File: src/rtl/reset_sequencer.sv
// Reset sequencer: merges POR, watchdog, trap, software and pin resets into a
// staggered peripheral/CPU reset release, with a sticky cause log and counter.
module reset_sequencer #(
    parameter int unsigned HOLD_CYCLES    = 16,
    parameter int unsigned STAGGER_CYCLES = 4
) (
    input  logic       clk,
    input  logic       reset,
    input  logic       wdt_req,
    input  logic       trap_req,
    input  logic       sw_req,
    input  logic       ext_reset_n,
    input  logic       cause_clear,
    input  logic [7:0] cause_wdata,
    output logic       sys_reset,
    output logic       periph_reset,
    output logic [7:0] cause_out,
    output logic [7:0] reset_count,
    output logic       busy
);

    typedef enum logic [1:0] {
        POR_HOLD,
        HOLD,
        STAGGER,
        RUN
    } state_e;

    localparam logic [7:0] HOLD_LAST    = 8'(HOLD_CYCLES - 1);
    localparam logic [7:0] STAGGER_LAST = 8'(STAGGER_CYCLES - 1);

    state_e     state_q, state_d;
    logic [7:0] cnt_q, cnt_d;
    logic [7:0] cause_q, cause_d;
    logic [7:0] count_q, count_d;
    logic [1:0] sync_q, sync_d;
    logic       sys_q, sys_d;
    logic       periph_q, periph_d;
    logic       busy_q, busy_d;

    logic       ext_req;
    logic       req;
    logic [7:0] src;

    assign ext_req = ~sync_q[1];
    assign req     = wdt_req | trap_req | sw_req | ext_req;
    assign src     = {3'b000, ext_req, sw_req, trap_req, wdt_req, 1'b0};
    assign sync_d  = {sync_q[0], ext_reset_n};

    always_comb begin
        state_d = state_q;
        cnt_d   = cnt_q;
        cause_d = cause_q;
        count_d = count_q;
        unique case (state_q)
            POR_HOLD, HOLD: begin
                cause_d = cause_q | src;
                if (req) begin
                    cnt_d = 8'd0;
                end else if (cnt_q == HOLD_LAST) begin
                    state_d = STAGGER;
                    cnt_d   = 8'd0;
                end else begin
                    cnt_d = cnt_q + 8'd1;
                end
            end
            STAGGER: begin
                cause_d = cause_q | src;
                if (req) begin
                    state_d = HOLD;
                    cnt_d   = 8'd0;
                end else if (cnt_q == STAGGER_LAST) begin
                    state_d = RUN;
                    cnt_d   = 8'd0;
                end else begin
                    cnt_d = cnt_q + 8'd1;
                end
            end
            RUN: begin
                // A new reset replaces the log, so it also overrides a clear
                if (req) begin
                    state_d = HOLD;
                    cnt_d   = 8'd0;
                    cause_d = src;
                    if (count_q != 8'hFF) begin
                        count_d = count_q + 8'd1;
                    end
                end else if (cause_clear) begin
                    cause_d = cause_q & ~cause_wdata;
                end
            end
        endcase
        cause_d[7:5] = 3'b000;
        sys_d    = (state_d != RUN);
        periph_d = (state_d == POR_HOLD) || (state_d == HOLD);
        busy_d   = (state_d != RUN);
    end

    always_ff @(posedge clk) begin
        if (reset) begin
            state_q  <= POR_HOLD;
            cnt_q    <= 8'd0;
            cause_q  <= 8'h01;
            count_q  <= 8'd0;
            sync_q   <= 2'b11;
            sys_q    <= 1'b1;
            periph_q <= 1'b1;
            busy_q   <= 1'b1;
        end else begin
            state_q  <= state_d;
            cnt_q    <= cnt_d;
            cause_q  <= cause_d;
            count_q  <= count_d;
            sync_q   <= sync_d;
            sys_q    <= sys_d;
            periph_q <= periph_d;
            busy_q   <= busy_d;
        end
    end

    assign sys_reset    = sys_q;
    assign periph_reset = periph_q;
    assign busy         = busy_q;
    assign cause_out    = cause_q;
    assign reset_count  = count_q;

endmodule
File: config.mk
export PLATFORM = sky130hd
export DESIGN_NAME = reset_sequencer
export DESIGN_NICKNAME = d
export VERILOG_FILES = /design/src/rtl/reset_sequencer.sv
export SDC_FILE = /design/constraint.sdc
export NUM_CORES = 1
export LEC_CHECK = 0
export ABC_AREA = 1
export CORE_MARGIN = 8
export CORE_UTILIZATION = 45
export DETAILED_ROUTE_END_ITERATION = 8
export PLACE_DENSITY = 0.82
export SETUP_SLACK_MARGIN = 0.5
export SLEW_MARGIN = 20
export SYNTH_ARGS = -nofsm -noshare
export SYNTH_HDL_FRONTEND = slang
export SYNTH_SLANG_ARGS = --single-unit
File: constraint.sdc
create_clock -name clk -period 2.79 [get_ports clk]
set_input_delay 0.837 -clock clk [delete_from_list [all_inputs] [get_ports clk]]
set_output_delay 0.837 -clock clk [all_outputs]
set_load 0.05 [all_outputs]
==> results of run 1 <==
## logic make-up after synthesis
kind of cell	count (synthesis)
and+or+nand+nor	95
AOI/OAI and AO/OA	21
buffers and inverters	34
adders and majority gates	2
other	1
xor gates and xnor gates	8
DFF	27
## repair_timing
item                       4_1_cts  5_1_grt
setup endpoints to repair       16        0
setup buffers                    0        0
gates resized for setup         16        0
## state kept, by name, indices dropped and copies added, names as in the netlist
name          count
busy              1
cnt_q             8
state_q           2
periph_reset      1
reset_count       8
sync_q            2
cause_out         5
## through the flow
step	setup WS, ps	power [W]	instances	hold WS [ps]	util, %
detailed placement	606	0.000474	246	400	56.0
global route	532	0.000661	250	456	56.3
global placement	635	0.000474	246	398	56.0
floorplan	1060	0.000447	190	392	-
finish	617	0.000632	250	431	56.3
CTS	599	0.000641	250	435	56.3
## cell usage in the layout (no fill, tap or decap), types with 2 or more instances in the layout
| master | count |
|---|---|
| nor2_2 | 7 |
| nand3_4 | 2 |
| nand2_2 | 3 |
| clkbuf_4 | 3 |
| nand4_1 | 4 |
| nand3_1 | 20 |
| nand2_1 | 37 |
| or2_2 | 2 |
| inv_2 | 2 |
| inv_1 | 24 |
| dfxtp_1 | 27 |
| nor2_4 | 3 |
| ha_1 | 2 |
| xor2_1 | 7 |
| a21oi_1 | 13 |
| nor2_1 | 16 |
| dlygate4sd2_1 | 16 |
| conb_1 | 3 |
| clkdlybuf4s50_1 | 11 |
| o21ai_0 | 6 |
## metal layers
| metal | part of all wire [%] | up-vias | track usage [%] | wire length (µm) |
|---|---|---|---|---|
| met1 | 45 | 543 | 13.7 | 1280 |
| met5 | 0 | - | 0 | 0 |
| met4 | 1.2 | 0 | 4.85 | 33 |
| li1 | - | 644 | - | - |
| met3 | 6.7 | 4 | 4.04 | 193 |
| met2 | 48 | 24 | 19.8 | 1360 |
## path summary, 6_finish.rpt
path | end | slack [ps] | depth (start not counted)
max reg2reg | cnt_q[1] | 1310 | 8
min reg2reg | sync_q[1] | 430 | 1
min | sync_q[1] | 430 | 1
max | reset_count[2] | 620 | 1
## worst register-to-register path, cell delays in order, from the launching register on
cell	delay [ps]
dfxtp_1	390
ha_1	220
nand3_1	130
nor2_1	210
nor2_1	70
nor2_2	100
nand2_2	80
nand2_4	140
nor2_2	50
## where the power goes
group / leakage, nW / switching (W) / total (W) / internal (W)
Clock: 0.0139 / 0.000114 / 0.000168 / 0.0000549
Combinational: 0.516 / 0.0000441 / 0.0000695 / 0.0000254
Sequential: 0.219 / 0.00000259 / 0.000394 / 0.000391
## cell type report
| cell class | instances | area [µm²] | share of cell area, % |
|---|---|---|---|
| Tap cell | 33 | 41.3 | 2.46 |
| Clock buffer | 3 | 22.5 | 1.34 |
| Multi-Input combinational cell | 129 | 693 | 41.3 |
| Inverter | 29 | 115 | 6.86 |
| Sequential cell | 27 | 541 | 32.2 |
| Timing Repair Buffer | 28 | 258 | 15.4 |
| Clock inverter | 1 | 7.51 | 0.447 |
==> flow_summary_export.csv, run 1 <==
group,metric,value,unit
clock_network,cts_hold_buf,0,
yosys,ys_warn_count,0,
route,drt_pass1_iterations,4,
die,rows,20,
yosys,seq_area_frac_synth,39.3,%
yosys,synthTopCellsByCount,"nand2_1 (37), dfxtp_1 (27), inv_1 (24)",
yosys,ys_types,26,
yosys,synthArstFlopShare,0,%
sta,period_needed,2170,ps
clock_network,worstSkewPairLatency,330,ps
sta,setup_viol,0,
global_routing,grt_max_degree,17,
yosys,synth_top_family_by_area,"simple AND/OR/NAND/NOR gates",
route,drc,0,
critical_path,critPathKind,"flop to output pin",
placed_design,place_hpwl,2210,µm
hold_path,hp-class,"flop to flop",
clock_network,htree_levels,1,
critical_path,worst-path-buf-inv,1,
yosys,synth-simple-area-share,34.8,%
sta,hold_violations,0,
yosys,synth_edf_count,0,
yosys,ys.flop_type,"dfxtp_1",
global_routing,antenna_found_initial,0,
critical_path,required,1950,ps
finish,drive_gt1_share,12.4,%
route,drt_wl_total,2870,µm
critical_path,slowest_delay,560,ps
run,drv_cap,0,
sta,clock_skew,11.3,ps
critical_path,critPathLaunch,"reset_count[2]",
critical_path,cp-end-kind,"output pin",
die,die_w,71.3,µm
clock_network,cts_tree,"done",
clock_network,clk_pin_slew,150,ps
die,start_util,46.2,%
sta,drv_slew,0,
critical_path,path_cells,"dlygate4sd2_1",
finish,fin_area,0.00168,mm²
critical_path,start_kind,"flop",
critical_path,cpMaxStageDelayCell,"dlygate4sd2_1",
yosys,netlist_top_cells_area,"dfxtp_1 (39%), nand2_1 (10%), nand3_1 (7.3%), inv_1 (6.6%), a21oi_1 (4.7%)",
yosys,syn_avg_cell_area,7.31,µm²
route,post_drt_wl_per_cell,11.5,µm
yosys,post-synth-top-area-cell,"dfxtp_1",
die,dieHeight,71.3,µm
global_routing,grt_pass1_wl,4920,µm
yosys,post-synth-top-count-cell,"nand2_1",
placed_design,port_buffers,27,
route,drt_iter0_markers,69,
global_routing,grt_pass1_vias,1110,
critical_path,reg2reg_from,"cnt_q[0]",
pwr,power_density,377,mW/mm²
placed_design,gp_congestion,0.828,
sta,rsz0062_at_grt,"false",
sta,fmax,0.460,GHz
clock_network,cts_sinks,27,
finish,nNetsFinal,235,
placed_design,dpl_cell_area,0.00167,mm²
critical_path,crit_arrival,1340,ps
yosys,synth-seq-cells,27,
clock_network,cts-root-buf,"clkbuf_4",
yosys,synthCells,188,
yosys,synth.top_cell.area_share,39.3,%
clock_network,cts_made_buffers,3,
yosys,synth_area,0.00138,mm²
pwr,leakage,0.749,nW
route,postRouteAntennaNets,0,
die,core-area,0.00298,mm²
route,via_count,1215,
clock_network,cts_buffer_depth,2,
route,vias_per_cell,4.86,
die,ios,34,
yosys,yosys.area_share.xor_xnor,5.10,%
global_routing,grt_overflow_total,0,
finish,fillCellCount,293,
critical_path,crit_family,"buffers and inverters",
sta,fin_crit_sh,77.9,%
hold_path,min-delay-start,"sync_q[0]",
finish,area_delta_synth_final,22.0,%
die,die_area,0.00508,mm²
global_routing,grt_usage,11.9,%
yosys,synthAdderAreaFrac,1.82,%
sta,final.setup.tns,0,ps
yosys,synthMuxAreaShare,0,%
critical_path,crit_fanout,5,
status,status,"complete, no violations",
pwr,ir_worst_vdd,0.000272,V
yosys,synth_compound_area_share,7.83,%
finish,antenna_cells,0,
Note: power is estimated with default switching activity, not from simulation.
==> run 2, diff against run 1 <==
==> constraint.sdc (replaced) <==
create_clock -name clk -period 2.1 [get_ports clk]
set_input_delay 0.63 -clock clk [delete_from_list [all_inputs] [get_ports clk]]
set_output_delay 0.63 -clock clk [all_outputs]
set_load 0.05 [all_outputs]
==> flow_summary_export.csv, run 2 (synthesis results as in run 1) <==
group,metric,value,unit
pwr,combPwrFrac,11.3,%
critical_path,worst-path-buf-inv,1,
sta,clock_skew,10.5,ps
critical_path,start_kind,"flop",
finish,final_cell_mix,"nand2_1 (37), inv_1 (24), nand3_1 (20), dfxtp_1 (19), nor2_1 (16)",
critical_path,cp-end-kind,"output pin",
die,die_w,71.3,µm
route,drt_iter0_markers,70,
route,drt_wl_total,2840,µm
clock_network,clk_pin_slew,150,ps
finish,final_cells,251,
route,drt_pass1_iterations,4,
critical_path,critPathKind,"flop to output pin",
placed_design,gp_congestion,0.828,
placed_design,placedCellCount,247,
pwr,p_switching,0.000218,W
global_routing,grt_max_degree,16,
hold_path,hp-class,"flop to flop",
route,vias_per_cell,4.93,
clock_network,cts_tree,"done",
clock_network,cts_made_buffers,3,
route,via_count,1237,
finish,final_common_cell,"nand2_1",
global_routing,grt_overflow_total,0,
pwr,internal-power,0.000627,W
sta,rsz0062_at_grt,"false",
critical_path,crit_family,"flip-flops",
clock_network,worstSkewPairLatency,330,ps
sta,period_needed,1550,ps
run,drv_cap,0,
placed_design,dp_slack,136,ps
global_routing,grt_pass1_wl,4980,µm
finish,area_delta_synth_final,24.2,%
sta,fmax,0.646,GHz
global_routing,grt_usage,11.8,%
sta,final.setup.tns,0,ps
critical_path,path_cells,"buf_6",
global_routing,antenna_found_initial,0,
critical_path,reg2reg_from,"cnt_q[0]",
pwr,seqPwrFrac,61.9,%
pwr,switching_share,25.8,%
critical_path,slowest_delay,410,ps
clock_network,cts-root-buf,"clkbuf_4",
route,post_drt_wl_per_cell,11.3,µm
critical_path,cpMaxStageDelayCell,"dfxtp_2",
pwr,ir_worst_vdd,0.000334,V
critical_path,required,1470,ps
die,ios,34,
critical_path,critPathLaunch,"reset_count[4]",
die,start_util,46.2,%
critical_path,crit_arrival,920,ps
placed_design,place_hpwl,2160,µm
hold_path,min-delay-start,"sync_q[0]",
die,dieHeight,71.3,µm
pwr,finalPower,0.000845,W
sta,fin_crit_sh,73.7,%
sta,setup_viol,0,
die,rows,20,
pwr,leakage,0.780,nW
clock_network,cts_sinks,27,
pwr,p_clk_share,26.7,%
finish,drive_gt1_share,23.9,%
clock_network,cts_buffer_depth,2,
sta,drv_slew,0,
clock_network,htree_levels,1,
finish,antenna_cells,0,
critical_path,crit_fanout,5,
die,core-area,0.00298,mm²
route,drc,0,
route,postRouteAntennaNets,0,
global_routing,grt_pass1_vias,1186,
status,status,"complete, no violations",
sta,fin_ws,551,ps
pwr,power_density,495,mW/mm²
finish,nNetsFinal,236,
die,die_area,0.00508,mm²
sta,hold_violations,0,
placed_design,port_buffers,27,
clock_network,cts_hold_buf,0,
## run 2: what timing repair did
| item | 4_1_cts | 5_1_grt |
|---|---|---|
| cloned | 0 | 0 |
| setup buffers | 0 | 0 |
| setup endpoints to repair | 6 | 22 |
| pin swaps | 0 | 3 |
| resized for setup | 6 | 10 |
## run 2: worst paths after layout
path                            cells past startpoint  slack (ps)              to
worst max-delay path                                1         550  reset_count[4]
worst min-delay path                                1         450       sync_q[1]
worst max register to register                      8         640        cnt_q[7]
worst min register to register                      1         450       sync_q[1]
## run 2: power by group through the flow
stage	clock (W)	sequential [W]	combinational, W
final	0.000226	0.000523	0.0000958
after detailed placement	0	0.000535	0.0000958
after floorplan	0	0.000552	0.0000412
after global placement	0	0.000534	0.0000945
after global routing	0.000255	0.000524	0.000103
after CTS	0.000239	0.000523	0.0000963
## run 2: area by class of cell
type / count / area (µm²)
inverter: 29 / 115
clock buffer: 3 / 22.5
tap: 33 / 41.3
timing repair buffer: 29 / 275
fill: 290 / 1270
clock inverter: 1 / 5.00
multi-input combinational: 129 / 698
sequential: 27 / 551
## run 2: routing by layer
layer	vias to the layer above	wire length, µm	GRT usage (%)
met2	25	1350	20.7
met1	565	1300	13.0
met3	2	171	4.46
met5	-	0	0
met4	0	16	2.77
li1	645	-	-
## run 2: metrics by stage
| stage | utilization, % | area (µm²) | hold WS (ps) |
|---|---|---|---|
| global placement | 55.0 | 1640 | 397 |
| finish | 57.4 | 1710 | 451 |
| global route | 57.4 | 1710 | 457 |
| CTS | 56.3 | 1680 | 442 |
| floorplan | - | 1390 | 392 |
| detailed placement | 55.0 | 1640 | 407 |
==> patch 1: new RTL, config.mk and constraints of run 2 <==
Make the reset (`reset`) asynchronous in one clocked block.
--- a/src/rtl/reset_sequencer.sv
+++ b/src/rtl/reset_sequencer.sv
@@ -98,3 +98,3 @@
 
-    always_ff @(posedge clk) begin
+    always_ff @(posedge clk or posedge reset) begin
         if (reset) begin
Function: differs if reset is asserted again (counterexample within 4 cycles, from zero or initial values and one cycle with reset high); with reset held inactive, the same outputs for 10 cycles.
==> patch 1 against run 2 <==
Via count grew 5.7%; critical path depth did not move; sequential cell count unchanged; first-iteration DRC count fell by 37%; wire length increased by 16%; highest routed layer unchanged; design area is 13% higher; critical path type unchanged; area after synthesis increased by 7.8%; global-route usage up 1.9 points; power is 4.2% lower; sequential share of layout area is 3.2 points higher; worst setup slack got worse by 130 ps.
==> patch 1: results (changes against run 2) <==
- Outcome: finished clean
- Post-Route Skew: 13.3 ps (+2.78 ps)
- Hold Path End: sync_q[1]$_DFF_PP1_
- Share of layout cells above drive strength 1: 26.1% (+2.3 points)
- Post-synthesis compound-gate area fraction: 4.47% (-3.4 points)
- Grt met3 use: 2.05% (-2.4 points)
- P_sw: 0.185 mW (-15%)
- Hold Crit Depth: 0 (-1)
- Global-route wire length before repair: 5.98 mm (+20%)
- Detail Placement HPWL: 2.36 mm (+9.2%)
- Critical path startpoint: busy$_DFF_PP1_
- Leakage power: 0.948 nW (+22%)
- Critical Path End: busy
- Post CTS Setup Buffer Count: 8 (+8)
- Wire per inst: 12.1 um (+7.1%)
- FFs w/ async S/R, synth: 100% (+100 points)
- Post-cts resize count: 7 (+1)
- Adder-cell share of the synthesized area: 1.69% (-0.13 points)
- Placed cell area: 0.00175 mm^2 (+6.7%)
- Critical R2R Capture: cnt_q[4]$_DFFE_PP0P_
- Pin count of the biggest net entering global routing: 28 (+12)
- Slowest CP cell: dfstp_2
- Power Sequential: 0.528 mW (+1%)
- Worst R2R Path Depth: 7 (-1)
- Arrival time worst endpoint: 1050 ps (+130 ps)
- Register area share after synthesis: 46.0% (+6.7 points)
==> patch 1: cell count changes after synthesis, moves of 11 or more <==
cell,change
dfxtp_1,-27
nand2_1,+23
dfrtp_1,+22
a21oi_1,-13
inv_1,-11
==> patch 1: stage by stage <==
| stage | power, mW | util [%] | cells | hold WS, ps | worst slack [ps] |
|---|---|---|---|---|---|
| finish | 0.809 | 59.1 | 272 | 367 | 418 |
| global route | 0.854 | 59.1 | 272 | 375 | 366 |
| CTS | 0.816 | 57.2 | 269 | 370 | 407 |
| detailed placement | 0.595 | 53.6 | 257 | 350 | 125 |
| global placement | 0.594 | 53.6 | 257 | 346 | 157 |
| floorplan | 0.570 | - | 188 | 345 | 553 |
==> patch 1: final cells by class <==
type | instances | area share (%)
Multi-Input combinational cell | 135 | 36.8
Clock buffer | 4 | 1.36
Timing Repair Buffer | 39 | 19.4
Sequential cell | 27 | 35.4
Inverter | 21 | 4.16
Tap cell | 46 | 2.99
==> patch 2: new RTL, settings of run 2 <==
Without the edit above. Set the parameter `HOLD_CYCLES` to 8 (it was 16).
--- a/src/rtl/reset_sequencer.sv
+++ b/src/rtl/reset_sequencer.sv
@@ -3,3 +3,3 @@
 module reset_sequencer #(
-    parameter int unsigned HOLD_CYCLES    = 16,
+    parameter int unsigned HOLD_CYCLES    = 8,
     parameter int unsigned STAGGER_CYCLES = 4
Formal check against the unedited RTL: not equivalent (Yosys sat finds a counterexample within 10 cycles, from zero or initial values and one cycle with reset high).
==> patch 2 against run 2 <==
Count of clock-buffer cells in the layout stayed put; power is 0.48% lower; hold slack worse by 6.7 ps; wire length is 3.2% higher; design area is 5.7% higher; worst setup slack worse by 21 ps; area after synthesis is 6.5% higher; global-route usage is 0.087 points lower; sequential cell count stayed put; largest cell class unchanged.
==> patch 2: results (changes against run 2) <==
- Outcome: finished clean
- Fin nets: 256 (+8.5%)
- Ranking of synthesized cells by area: dfxtp_1 (37%), nand2_1 (13%), inv_1 (7.4%), nor2_1 (5.6%), nand3_1 (4.4%)
- Clock root buffer: clkbuf_4
- Post-Route Skew: 12.7 ps (+2.19 ps)
- Post-synth cell types: 30 (+15%)
- Hold buffers post-CTS: 0 (unchanged)
- Leakage power: 0.851 nW (+9.1%)
- Initial DRC Count: 44 (-37%)
- Top FF cell, synth: dfxtp_1
- Crit path max fanout: 5 (unchanged)
- FFs w/ async S/R, synth: 0% (unchanged)
- Arrival time worst endpoint: 940 ps (+20 ps)
- Post-Place Setup Slack: 136 ps (+0.482 ps)
- Register area share after synthesis: 36.9% (-2.4 points)
- Initial antenna violation count: 0 (unchanged)
- Most instantiated cells after synthesis: nand2_1 (51), inv_1 (29), dfxtp_1 (27), nor2_1 (22), nand3_1 (13)
- Detail Placement HPWL: 2.28 mm (+5.5%)
- Global-route wire length before repair: 5.20 mm (+4.4%)
- Met3 wire length: 162 um (-5.3%)
- Wl on met1: 1.36 mm (+4.2%)
- Delay-heaviest family, CP: flip-flops
- Mean post-synth cell area: 7.07 um^2 (-3.3%)
- Tot GR Track Use: 11.7% (-0.087 points)
- WL final: 2.93 mm (+3.2%)
- Placed cell area: 0.00172 mm^2 (+5.1%)
- Wire per inst: 10.4 um (-8.1%)
- Vias after detailed routing: 1301 (+5.2%)
- Vias in the first global route: 1288 (+8.6%)
- Drt drc: 0 (unchanged)
- Fill cells: 282 (-2.8%)
- Max IR drop VDD: 374 uV (+12%)
- Share of layout cells above drive strength 1: 27.7% (+3.9 points)
- Slowest Stage Delay on Critical Path: 410 ps (about the same)
- Met2 wire length: 1.37 mm (+1.9%)
- RePlAce Congestion: 0.760 (-8.2%)
patch 2: worst reg2reg max path, cell delays in order, from the launching register on:
cell and delay [ps]:
dfxtp_2 390, ha_1 260, inv_2 50, nor2_2 150, nand4_2 140, nand2_4 140
nand2_1 80, a21oi_2 140
patch 2: path summary, 6_finish.rpt:
kind | cells after the start | startpoint | slack, ps | to
hold / removal | 1 | sync_q[0]$_SDFF_PP1_ | 440 | sync_q[1]$_SDFF_PP1_
setup reg to reg | 7 | reset_count[0]$_SDFFE_PP0P_ | 700 | reset_count[6]$_SDFFE_PP0P_
setup / recovery | 1 | reset_count[2]$_SDFFE_PP0P_ | 530 | reset_count[2]
hold reg to reg | 1 | sync_q[0]$_SDFF_PP1_ | 440 | sync_q[1]$_SDFF_PP1_
patch 2: area by class of cell:
cell class	instances	area [um^2]	share of cell area (%)
multi-input cells	145	783	43.4
flip-flops and latches	27	551	30.5
repair buffers	30	264	14.6
inverters	32	125	6.93
well taps	44	55.1	3.05
clock buffers	3	22.5	1.25
clock inverters	1	5.00	0.277
patch 2: per-layer routing:
metal  global-route usage (%)  up-vias
li1                         -      695
met1                     13.6      569
met2                     20.5       32
met3                     2.47        5
met4                     4.00        0
met5                        0        -
patch 2: logic make-up (layout without fill, tap and decap cells):
group           Yosys count  in the layout  share of synthesized area, %
xor+xnor                  8              8                          4.79
buf+inv                  38             66                          11.6
compound gates           18             18                          7.69
simple gates            113            114                          37.0
fa+ha+maj                 2              2                          1.71
flops                    27             27                          36.9
other cells               1              3                         0.256
patch 2: power by group:
part | total, mW | internal, mW | switching (mW)
Clock | 0.222 | 0.0715 | 0.150
Combinational | 0.0948 | 0.0360 | 0.0588
Sequential | 0.524 | 0.520 | 0.00419
Total | 0.841 | 0.627 | 0.213
patch 2: per-stage QoR:
| stage | hold WS, ps | util (%) |
|---|---|---|
| 2_1_floorplan | 392 | - |
| 3_3_place_gp | 396 | 55.9 |
| 3_5_place_dp | 418 | 55.9 |
| 4_1_cts | 452 | 57.4 |
| 5_1_grt | 461 | 58.7 |
| 6_report | 444 | 58.7 |
patch 2: repair_timing:
action                     4_1_cts  5_1_grt
setup buffers                    0        2
pin swaps                        2        5
resized for setup                7       11
cloned                           1        0
setup endpoints to repair        7       19
